`src/rtl/adder_char_pkg.sv`:
```
// Shared types and width helpers for the adder characterisation slice.
// Widths are derived from the adder operand width W.
package adder_char_pkg;

  typedef enum logic [1:0] {
    IDLE,
    SWEEP,
    DRAIN,
    DONE
  } state_t;

  function automatic int sum_w(input int w);
    return w + 1;
  endfunction

  function automatic int cnt_w(input int w);
    return 2 * w + 1;
  endfunction

  function automatic int err_w(input int w);
    return 3 * w + 1;
  endfunction

endpackage

```
`src/rtl/adder_sweep_monitor_abs_diff.sv`:
```
// Combinational absolute difference of two unsigned values.
// Larger minus smaller, so the result never underflows.
module abs_diff #(
  parameter int N = 3
) (
  input  logic [N-1:0] x,
  input  logic [N-1:0] y,
  output logic [N-1:0] d
);

  assign d = (x >= y) ? (x - y) : (y - x);

endmodule

```
`src/rtl/adder_sweep_monitor.sv`:
```
// Sweeps every operand pair through exact/approximate adders and
// accumulates error count, summed and maximum absolute error.
module adder_sweep_monitor
  import adder_char_pkg::*;
#(
  parameter int W = 2
) (
  input  logic           clk,
  input  logic           rst,
  input  logic           start,
  output logic [W-1:0]   a_o,
  output logic [W-1:0]   b_o,
  input  logic [W:0]     y_exact_i,
  input  logic [W:0]     y_approx_i,
  output logic           busy,
  output logic           done,
  output logic [2*W:0]   err_count,
  output logic [3*W:0]   sum_abs_err,
  output logic [W:0]     max_abs_err
);

  localparam int SW = sum_w(W);
  localparam int CW = cnt_w(W);
  localparam int EW = err_w(W);
  localparam logic [2*W-1:0] LAST = '1;

  state_t          state;
  logic [2*W-1:0]  idx;
  logic            v1;
  logic [SW-1:0]   diff_d;
  logic [SW-1:0]   diff_q;

  abs_diff #(.N(SW)) u_abs_diff (
    .x (y_approx_i),
    .y (y_exact_i),
    .d (diff_d)
  );

  assign a_o = idx[W-1:0];
  assign b_o = idx[2*W-1:W];

  always_ff @(posedge clk or posedge rst) begin
    if (rst) begin
      state       <= IDLE;
      idx         <= '0;
      v1          <= 1'b0;
      diff_q      <= '0;
      busy        <= 1'b0;
      done        <= 1'b0;
      err_count   <= '0;
      sum_abs_err <= '0;
      max_abs_err <= '0;
    end else begin
      if (v1) begin
        err_count   <= err_count + CW'(diff_q != '0);
        sum_abs_err <= sum_abs_err + EW'(diff_q);
        if (diff_q > max_abs_err)
          max_abs_err <= diff_q;
      end
      unique case (state)
        IDLE, DONE: begin
          if (start) begin
            state       <= SWEEP;
            idx         <= '0;
            v1          <= 1'b0;
            busy        <= 1'b1;
            done        <= 1'b0;
            err_count   <= '0;
            sum_abs_err <= '0;
            max_abs_err <= '0;
          end
        end
        SWEEP: begin
          diff_q <= diff_d;
          v1     <= 1'b1;
          if (idx == LAST)
            state <= DRAIN;
          else
            idx <= idx + 1'b1;
        end
        DRAIN: begin
          // last diff is accumulated on this edge
          v1    <= 1'b0;
          state <= DONE;
          busy  <= 1'b0;
          done  <= 1'b1;
        end
        default: state <= IDLE;
      endcase
    end
  end

endmodule

```
`config.mk`:
```
export PLATFORM = sky130hd
export DESIGN_NAME = adder_sweep_monitor
export DESIGN_NICKNAME = d
export VERILOG_FILES = /design/src/rtl/adder_char_pkg.sv /design/src/rtl/adder_sweep_monitor_abs_diff.sv /design/src/rtl/adder_sweep_monitor.sv
export SDC_FILE = /design/constraint.sdc
export NUM_CORES = 1
export LEC_CHECK = 0
export ABC_CLOCK_PERIOD_IN_PS = 1800
export BUFFER_PORTS_ARGS = -buffer_cell sky130_fd_sc_hd__buf_4
export CORE_MARGIN = 3
export CORE_UTILIZATION = 45
export DETAILED_ROUTE_END_ITERATION = 10
export PLACE_DENSITY_LB_ADDON = 0.05
export SLEW_MARGIN = 30
export SYNTH_ARGS = -nofsm -noshare
export SYNTH_HDL_FRONTEND = slang
export SYNTH_HIERARCHICAL = 1
export SYNTH_SLANG_ARGS = --single-unit
```
`constraint.sdc`:
```
create_clock -name clk -period 1.8 [get_ports clk]
set_input_delay 0.09 -clock clk [delete_from_list [all_inputs] [get_ports clk]]
set_output_delay 0.09 -clock clk [all_outputs]
set_load 0.02 [all_outputs]
```
==> reports/metrics.yaml <==
setup_path:
  cp.arrival_ns: 1.84
  cp_top_family: "adder cells"
  critPathKind: "reg2reg"
  r2r-end: "sum_abs_err[4]"
  crit_buf_inv: 1
  endpoint_kind: "flop"
  crit_start: "diff_q[0]"
  cp.depth: 7
  rrSetupSlack_ns: 0.17
  cpMaxStageDelayCell: "dfrtp_1"
  path_cells: "ha_1, inv_1, fa_1, nor2b_1, o211ai_1, xor2_1, nor2_1"
  path_max_fanout: 4
  cp-start-kind: "flop"
  cp.required_ns: 2.00
  cp-endpoint: "sum_abs_err[4]"
  slowest_delay_ns: 0.40
  r2r_start: "diff_q[0]"
  r2r_cells: 7
timing:
  fin_setup_tns_ns: 0
  setup_viol: 0
  fmax_ghz: 0.612
  setup_slack_ns: 0.167
  tightest_slew_ns: 0.346
  slew_violations: 0
  post-route-period-util_pct: 90.7
  hold_slack_ns: 0.161
  fin_worst_skew_ns: 0.00242
  hold_viol: 0
  rsz0062_at_grt: "no"
  fin_crit_ns: 1.63
  slew_headroom_pct: 76.9
die:
  ioPinCount: 30
  rows: 22
  die_area_um2: 4730
  die_w_um: 68.8
  start_util_pct: 47.7
  core_um2: 3720
  fp.dieH_um: 68.8
detailed_routing:
  routed_wl_mm: 3.32
  wl_per_cell_um: 12.7
  drcViolationCount: 0
  vias: 1348
  routed_via_density: 5.16
  ant_nets: 0
  drt_pass1_iterations: 4
  drt_iter0_drc: 47
grt:
  grt_pass1_wl_mm: 5.45
  busiest_layer: "met2"
  use_met2_pct: 27.2
  grt.met1_usage_pct: 17.8
  antenna_found_initial: 0
  grt_max_degree: 28
  grt_pass1_vias: 1298
  grtUsageTotal_pct: 15.1
  overflow: 0
  met3_usage_pct: 3.08
job:
  max-cap-violations: 0
cts:
  root_buffer: "clkbuf_8"
  clockBufferDepth: 2
  clock-sinks: 27
  cts_made_buffers: 3
  cts_tree: "done"
  clk_pin_slew_ns: 0.09
  clock_latency_ns: 0.27
  post-cts-setup-buffers: 0
  cts_htree_levels: 1
synthesis:
  synth_commonest_cells: "27 x dfrtp_1, 20 x nor2_1, 18 x inv_1, 16 x ha_1, 14 x nand2_1"
  synth_top_area_share_pct: 38.1
  synth_cell_type_count: 42
  synthCells: 180
  yosys_warnings: 6
  syn_avg_cell_area_um2: 9.85
  seq_area_frac_synth_pct: 38.1
  synthArstFlopShare_pct: 100
  dominantRegCellSynth: "dfrtp_1"
  yosysTopAreaCell: "dfrtp_1"
  synth-seq-cells: 27
  ys_top_cells_by_area: "dfrtp_1 38%, ha_1 11%, mux2i_1 4.5%"
  syn_area_um2: 1770
  synth_nets: 208
  yosysMostFrequentCell: "dfrtp_1"
  synth-edff-count: 0
final_layout:
  fin_util_pct: 56.5
  final_layout_size_suffix_gt1_share_pct: 23.9
  diodes: 0
  seqCellArea_um2: 676
  nFillCells: 336
  nNetsFinal: 242
  area_growth_pct: 18.4
  multiInputGateArea_um2: 977
power:
  power_density_nw_per_um2: 1420
  ir_drop_mv: 0.581
  power_leakage_nw: 1.05
  total_power_mw: 2.98
placed_design:
  portBuffers: 29
  dp_hpwl_mm: 2.60
  routabilityCongestion: 0.812
  dp_slack_ns: 0.179
min_path:
  hp-class: "in2reg"
run_status:
  status: "finished, final reports clean"
[state kept, by name, summed over array words and instances, names as in the netlist]
register and cells:
sum_abs_err 7, err_count 5, idx 4, diff_q 3
max_abs_err 3, state 2, busy 1, done 1
v1 1
[logic make-up after synthesis]
| family | after synthesis | share of synthesized area, % |
|---|---|---|
| mux | 9 | 5.15 |
| simple gates | 58 | 17.0 |
| fa+ha+maj | 19 | 14.7 |
| flops | 27 | 38.1 |
| compound gates | 33 | 13.8 |
| xor+xnor | 9 | 4.45 |
| buf+inv | 25 | 6.77 |
[timing repair]
action,4_1_cts,5_1_grt
hold buffers,1,0
gates resized for setup,0,0
endpoints found under the hold margin,27,0
endpoints found under the setup margin,0,0
[cell usage in the layout, fill, tap and decap left out, types with 2 or more instances in the layout]
master | netlist | layout
nor2b_1 | 2 | 2
nand4_1 | 4 | 4
clkbuf_8 | 0 | 3
nand2b_1 | 2 | 2
a21o_1 | 2 | 2
a211oi_1 | 2 | 2
nand3_1 | 5 | 5
o21ai_1 | 2 | 2
xor2_1 | 5 | 5
nor3_1 | 3 | 3
inv_1 | 18 | 18
dfrtp_1 | 27 | 27
a21oi_1 | 10 | 10
a41o_1 | 2 | 2
nor2_1 | 20 | 20
fa_1 | 3 | 3
nand2_1 | 14 | 14
o21ai_0 | 4 | 4
mux2i_1 | 8 | 8
ha_1 | 16 | 16
o21ai_2 | 2 | 2
buf_4 | 2 | 35
xnor2_1 | 4 | 4
[layout make-up]
cell class,count,share of cell area (%)
multi-input combinational,128,46.5
sequential,27,32.2
timing repair buffer,36,13.0
inverter,18,3.22
tap,48,2.86
clock buffer,3,1.97
clock inverter,1,0.238
[through the flow]
step	cells	instance area, um2
floorplan	180	1770
global placement	256	2040
detailed placement	256	2040
finish	261	2100
CTS	261	2100
global route	261	2100
[power by group]
part           total [mW]  internal (mW)  switching [mW]
Clock               0.343          0.155           0.188
Sequential          0.981          0.784           0.198
Combinational        1.65          0.726           0.926
Total                2.98           1.67            1.31
[worst min path at each step]
stage	start	end	slack, ns	depth (start not counted)
floorplan	rst	busy	0.14	1
global placement	rst	err_count[3]	0.18	3
detailed placement	rst	err_count[1]	0.18	3
CTS	start	state[1]	0.16	3
global route	start	state[1]	0.17	3
finish	start	state[1]	0.16	3
[routing by layer]
| layer | up-vias | part of all wire, % |
|---|---|---|
| met5 | - | 0 |
| met4 | 0 | 0.87 |
| met3 | 4 | 4.3 |
| met2 | 23 | 51 |
| met1 | 643 | 44 |
| li1 | 678 | - |
[worst min-delay path, delay by kind of cell]
family          cells  cell delay (ns)
simple gates        1             0.06
buf+inv             1             0.15
compound gates      1             0.10
No activity file was read; power rests on OpenSTA's default activity.
